--- config.mk ---
export PLATFORM = sky130hd
export DESIGN_NAME = sync_fifo_param
export DESIGN_NICKNAME = d
export VERILOG_FILES = /design/src/rtl/sync_fifo_param.sv
export SDC_FILE = /design/constraint.sdc
export NUM_CORES = 2
export LEC_CHECK = 0
export CORE_MARGIN = 1.5
export CORE_UTILIZATION = 55
export CTS_CLUSTER_SIZE = 20
export DETAILED_ROUTE_END_ITERATION = 7
export PLACE_DENSITY = 0.73
export SKIP_LAST_GASP = 1
export SYNTH_ARGS = -nofsm -noshare
export SYNTH_HDL_FRONTEND = slang
export SYNTH_SLANG_ARGS = --single-unit
--- constraint.sdc ---
create_clock -name clk -period 3.9 [get_ports clk]
set_input_delay 0.78 -clock clk [delete_from_list [all_inputs] [get_ports clk]]
set_output_delay 0.78 -clock clk [all_outputs]
set_load 0.02 [all_outputs]
--- src/rtl/sync_fifo_param.sv ---
// Single-clock FIFO with wrap-bit pointers, occupancy count, programmable
// almost-full/almost-empty thresholds, synchronous flush and sticky error flags.
module sync_fifo_param #(
    parameter int DATA_WIDTH = 8,
    parameter int DEPTH      = 256,
    parameter int AF_LEVEL   = DEPTH - 2,
    parameter int AE_LEVEL   = 2
) (
    input  logic                    clk,
    input  logic                    reset,
    input  logic                    clear,
    input  logic                    wr_en,
    input  logic [DATA_WIDTH-1:0]   wr_data,
    input  logic                    rd_en,
    output logic [DATA_WIDTH-1:0]   rd_data,
    output logic                    rd_valid,
    output logic                    full,
    output logic                    empty,
    output logic                    almost_full,
    output logic                    almost_empty,
    output logic [$clog2(DEPTH):0]  count,
    output logic                    overflow,
    output logic                    underflow
);

    localparam int          AW     = $clog2(DEPTH);
    localparam logic [AW:0] AF_LVL = (AW + 1)'(AF_LEVEL);
    localparam logic [AW:0] AE_LVL = (AW + 1)'(AE_LEVEL);
    localparam logic [AW:0] PTR_ONE = (AW + 1)'(1);

    logic [DATA_WIDTH-1:0] mem_q [DEPTH];

    logic [AW:0]           wptr_q, wptr_d;
    logic [AW:0]           rptr_q, rptr_d;
    logic [DATA_WIDTH-1:0] rd_data_q, rd_data_d;
    logic                  rd_valid_q, rd_valid_d;
    logic                  overflow_q, overflow_d;
    logic                  underflow_q, underflow_d;

    logic wr_acc;
    logic rd_acc;
    logic mem_we;

    // Status is decoded from the registered pointers only, never from this
    // cycle's requests, so acceptance always reflects the pre-edge state.
    assign count        = wptr_q - rptr_q;
    assign empty        = (wptr_q == rptr_q);
    assign full         = (wptr_q[AW] != rptr_q[AW]) && (wptr_q[AW-1:0] == rptr_q[AW-1:0]);
    assign almost_full  = (count >= AF_LVL);
    assign almost_empty = (count <= AE_LVL);

    assign wr_acc = wr_en && !full;
    assign rd_acc = rd_en && !empty;
    assign mem_we = wr_acc && !clear && !reset;

    // Handshake: wr_en/rd_en are requests accepted only when not full/empty;
    // rd_valid is a one-cycle strobe marking rd_data as a freshly popped word.
    always_comb begin
        wptr_d      = wptr_q;
        rptr_d      = rptr_q;
        rd_data_d   = rd_data_q;
        rd_valid_d  = 1'b0;
        overflow_d  = overflow_q;
        underflow_d = underflow_q;
        if (clear) begin
            wptr_d    = '0;
            rptr_d    = '0;
            rd_data_d = '0;
        end else begin
            if (wr_acc) begin
                wptr_d = wptr_q + PTR_ONE;
            end else if (wr_en) begin
                overflow_d = 1'b1;
            end
            if (rd_acc) begin
                rptr_d     = rptr_q + PTR_ONE;
                rd_data_d  = mem_q[rptr_q[AW-1:0]];
                rd_valid_d = 1'b1;
            end else if (rd_en) begin
                underflow_d = 1'b1;
            end
        end
    end

    always_ff @(posedge clk) begin
        if (reset) begin
            wptr_q      <= '0;
            rptr_q      <= '0;
            rd_data_q   <= '0;
            rd_valid_q  <= 1'b0;
            overflow_q  <= 1'b0;
            underflow_q <= 1'b0;
        end else begin
            wptr_q      <= wptr_d;
            rptr_q      <= rptr_d;
            rd_data_q   <= rd_data_d;
            rd_valid_q  <= rd_valid_d;
            overflow_q  <= overflow_d;
            underflow_q <= underflow_d;
        end
    end

    // Storage carries no reset; only the pointers define what is valid.
    always_ff @(posedge clk) begin
        if (mem_we) begin
            mem_q[wptr_q[AW-1:0]] <= wr_data;
        end
    end

    assign rd_data   = rd_data_q;
    assign rd_valid  = rd_valid_q;
    assign overflow  = overflow_q;
    assign underflow = underflow_q;

endmodule

# [Word-level counts from Yosys, hierarchy flattened]
# Memory sizes are Yosys's and may differ from the RTL's. A register that Yosys moved wholly into a read port is not among the register bits.
# Index checks and enable logic that the tools add are counted.
[op_classes] addsub=3 order_cmp=2 n_eq_ne=3 n_mux=3 n_bitwise=3 n_reduce_logical=12
[op_table] operator="9-bit by 1-bit adder with 9-bit output, second input constant" n=2
[op_table] operator="9-bit equality test" n=1
[op_table] operator="9-bit by 8-bit >= comparator with 1-bit output, second input constant" n=1
[op_table] operator="9-bit by 2-bit <= comparator with 1-bit output, second input constant" n=1
[op_table] operator="9-bit subtractor" n=1
[op_table] operator="8-bit equality test" n=1
[op_table] operator="3-bit AND reduction" n=2
[op_table] operator="1-bit logical AND" n=5
[op_table] operator="1-bit zero test" n=4
[op_table] operator="1-bit two-way mux" n=3
[op_table] operator="1-bit inverter" n=3
[op_table] operator="2-bit OR reduction" n=1
[op_table] operator="1-bit inequality test" n=1
[totals] reg_bits=21 ramBits=2048 inputBits=13 word_cells=32 n_memories=1
[memory_table] name="mem_q" words=256 width=8 rd=1 rd_clocked_by_memory_dff=1 write_ports=1 line="31" source="logic [DATA_WIDTH-1:0] mem_q [DEPTH];"

# [Longest topological paths before layout]
[logic_depth] depth_word=8 depth_mapped=16 ltp_nobuf=11

# [Worst setup path before layout]
# OpenSTA, ideal clock, no wires.
[synth_path] path_kind="flip-flop to output port" startpoint="register rptr_q[2]" endpoint="output almost_empty" arrival_ns=3.395 path_slack_ns=-0.275 stages_incl_launch_ff=13 path_buffers=4 path_cell_list="dfxtp_1 > buf_2 > inv_1 > buf_2 > buf_2 > buf_1 > ha_1 > a21o_1 > a21oi_1 > xnor2_1 > a2111oi_0 > nand3b_1 > a211oi_1"
[synth_between] elab_chain_len=2
[synth_lines] element="from (decl)" line="34" source="logic [AW:0] rptr_q, rptr_d;"
[synth_lines] element="from (signal assigned)" line="95" source="rptr_q <= rptr_d;"
[synth_lines] element="9-bit subtractor" line="46" source="assign count = wptr_q - rptr_q;"
[synth_lines] element="named net count[4]" line="21" source="output logic [$clog2(DEPTH):0] count,"
[synth_lines] element="9-bit by 2-bit <= comparator with 1-bit output" line="50" source="assign almost_empty = (count <= AE_LVL);"
[synth_lines] element="to (decl)" line="20" source="output logic almost_empty,"
# The timed path passes the listed nets, and every way through them passes these cells.

# [Worst setup path after layout]
[layout_path] startpoint="register wptr_q[0]" endpoint="output almost_empty"
[layout_between] elab_chain_len=2
[layout_lines] element="from (decl)" line="33" source="logic [AW:0] wptr_q, wptr_d;"
[layout_lines] element="from (signal assigned)" line="94" source="wptr_q <= wptr_d;"
[layout_lines] element="9-bit subtractor" line="46"
[layout_lines] element="9-bit by 2-bit <= comparator with 1-bit output" line="50"
# No other way between the ends.

==> results.toml <==
[outcome]
status = "complete, but fails checks"
violations = "negative setup slack"

[worst_setup_path]
r2r_cells = 9
crit_type = "reg -> out"
cp_top_family = "compound AO/OA/AOI/OAI gates"
worstPathArrival_ps = 3230
r2r_start = "rptr_q[1]"
rr_endpoint = "rd_data[2]"
slowest_delay_ps = 360
cp_max_fo = 3
endpoint_kind = "output port"
cp-start-kind = "flip-flop"
r2r_slack_ps = 140
slowest_stage = "fa_2"
crit_required_ps = 3120
cp_num_buf_inv = 4
cp.depth = 13
crit_chain = "inv_2 -> ha_4 -> inv_2 -> fa_2 -> a21o_1 -> a21oi_2 -> o21ai_1 -> a21oi_1 -> xor2_1 -> buf_4 -> nand3b_1 -> a211oi_2 -> buf_4"

[hold_path]
hold_class = "reg -> reg"
whs_endpoint = "underflow"
min_path_cells = 2
hp-start = "underflow"

[routing]
num_vias = 43300
first_pass_iters = 6
antenna_left = 0
drt_iter0_drc = 6491
drcViolationCount = 0
drt-total-wl_mm = 217
post_drt_wl_per_cell_um = 33.3
viasPerCell = 6.65

[sta]
relSlewSlack_pct = 7.61
hold_viol = 0
finalSetupViolCount = 2
period_needed_ps = 4010
slew_violations = 0
fin_ws_ps = -115
rsz0062_at_grt = "true"
fmax_mhz = 249
tightest_slew_ps = 1380
post-route-period-util_pct = 103
finClkSkew_ps = 32.9
whs_ps = 480

[run]
drv_cap = 0

[logic_synthesis]
syn_nets = 4021
syn_inst = 3994
synth-async-reset-ratio_pct = 0
synthFlopType = "edfxtp_1"
avgSynthCellArea_sq_um = 20.4
yosysWarningCount = 0
yosysSeqAreaShare_pct = 76.1
synth_area_sq_um = 81500
ys_ff_latch = 2077
synth_edf_count = 2048
ys_types = 73

[placed_design]
dp_hpwl_mm = 133
place.gp.congestion = 0.936
place_inst = 6142
io_buffer_count = 36

[pwr]
powerDensity_nw_per_um2 = 475
irDropWorstVdd_mv = 0.486
cellLeakagePower_nw = 29.0

[clock_network]
worstSkewPairLatency_ps = 860
cts_max_path_buffers = 3
root_buffer = "clkbuf_16"
cts_buffers = 199
clkSinkCount = 2077
path_clk_slew_ps = 60
ctsHoldBuffers = 0
h-tree-depth = 4
cts_tree = "built"

[final_layout]
drive_gt1_share_pct = 27.4
utilization_pct = 63.1
area_delta_synth_final_pct = 14.1
stdcell_count = 6515
n_fill_cell = 9686
final_nets = 4446

[floorplan]
die_w_um = 388
die_height_um = 388
rows = 141
start_util_pct = 55.3
fp.coreArea_sq_um = 147000
ioPinCount = 37
die-area_sq_um = 151000

[global_route]
grt_pass1_vias = 42600
grt_pass1_wl_mm = 309
grt_overflow = 0
antenna_found_initial = 7
grt_max_degree = 137
grt.total_usage_pct = 29.0
## worst register-to-register path, cell delays in order (launching register included)
cell and delay, ps:
dfxtp_4 370, buf_12 280, buf_4 570, mux4_2 320
nand2_1 70, nand3_1 160, o21ai_0 260, o311ai_1 940
o311ai_0 490, a31oi_1 260
## cell usage in the layout (no fill, tap or decap), types with 34 or more instances in the layout
| master | netlist | layout |
|---|---|---|
| nor2_2 | 0 | 42 |
| mux4_2 | 444 | 444 |
| nand2_1 | 127 | 125 |
| a21oi_1 | 61 | 59 |
| clkinv_1 | 2 | 45 |
| clkinv_2 | 0 | 34 |
| buf_4 | 23 | 402 |
| nor2_1 | 318 | 275 |
| nand3_1 | 44 | 41 |
| clkbuf_1 | 82 | 49 |
| edfxtp_1 | 2048 | 2048 |
| a22oi_1 | 46 | 46 |
| clkbuf_16 | 0 | 201 |
| mux2i_1 | 184 | 184 |
| o21ai_0 | 58 | 54 |
## timing repair
| action | 4_1_cts | 5_1_grt |
|---|---|---|
| endpoints found under the setup margin | 9 | 8 |
| pin swaps | 3 | 9 |
| resized for setup | 27 | 24 |
| buffers inserted | 3 | 3 |
## area by class of cell
type,instances,area (sq um),area share [%]
diodes,2,5.00,0.00538
well taps,1930,2410,2.60
inverters,19,76.3,0.0820
flip-flops and latches,2077,62100,66.7
clock inverters,111,1050,1.13
repair buffers,467,4010,4.31
clock buffers,254,5270,5.66
multi-input cells,1655,18100,19.5
## sequential cells by signal, indices dropped and copies added, names as in the netlist
register   flops
overflow       1
rd_valid       1
mem_q       2048
rd_data        8
rptr_q         9
wptr_q         9
underflow      1
## kinds of logic after synthesis
kind of cell	after synthesis	synth area share, %
flops	2077	76.1
mux	653	15.2
simple gates	600	3.17
compound gates	368	3.15
buf+inv	262	1.92
xor+xnor	20	0.215
fa+ha+maj	14	0.224
## routing by layer
| metal | vias up | share of wire (%) | global-route usage [%] |
|---|---|---|---|
| met2 | 2844 | 45 | 42.9 |
| met1 | 22600 | 38 | 41.1 |
| met5 | - | 0.055 | 0 |
| met3 | 535 | 12 | 8.12 |
| li1 | 17400 | - | - |
| met4 | 14 | 4.6 | 11.9 |
## Yosys cell counts, types with 13 or more instances
master / instances / share of area, %
nor2_1: 318 / 1.5
mux4_2: 444 / 12
nand2_1: 127 / 0.58
o22ai_1: 29 / 0.22
o21ai_0: 58 / 0.36
buf_2: 85 / 0.52
nor2b_1: 22 / 0.17
nand4_1: 19 / 0.15
nand3_1: 44 / 0.27
buf_4: 23 / 0.21
a21oi_1: 61 / 0.37
inv_1: 16 / 0.074
edfxtp_1: 2048 / 75
a221oi_1: 32 / 0.34
a31oi_1: 18 / 0.14
a22oi_1: 46 / 0.42
ha_1: 13 / 0.20
a211oi_1: 20 / 0.18
o221ai_1: 21 / 0.23
mux4_1: 17 / 0.55
dfxtp_1: 29 / 0.71
clkbuf_1: 82 / 0.38
nor3_1: 15 / 0.092
mux2i_1: 184 / 2.3
buf_1: 14 / 0.064
buf_6: 24 / 0.33
## power by group
part           switching (mW)  total (mW)  internal (mW)
Sequential            0.00885        24.5           24.5
Combinational           0.631       0.890          0.259
Clock                    8.26        18.8           10.6
Total                    8.90        44.2           35.3
## through the flow
step	power (mW)	worst slack, ps	instance area (sq um)	setup TNS (ps)
3_3_place_gp	25.8	38.6	86600	0
3_5_place_dp	25.9	-75.1	86600	-75.1
5_1_grt	45.2	-254	93000	-552
4_1_cts	44.3	-136	93000	-235
2_1_floorplan	25.3	-97.6	81700	-30160
6_report	44.2	-115	93000	-197
## worst max path at each step
stage	slack, ps	start	end
finish	-110	wptr_q[0]	almost_empty
global route	-250	wptr_q[0]	almost_empty
CTS	-140	wptr_q[0]	almost_empty
detailed placement	-80	rptr_q[1]	rd_data[3]
global placement	40	rptr_q[1]	rd_data[3]
floorplan	-100	rptr_q[2]	almost_empty
No activity file was read; power rests on OpenSTA's default activity.
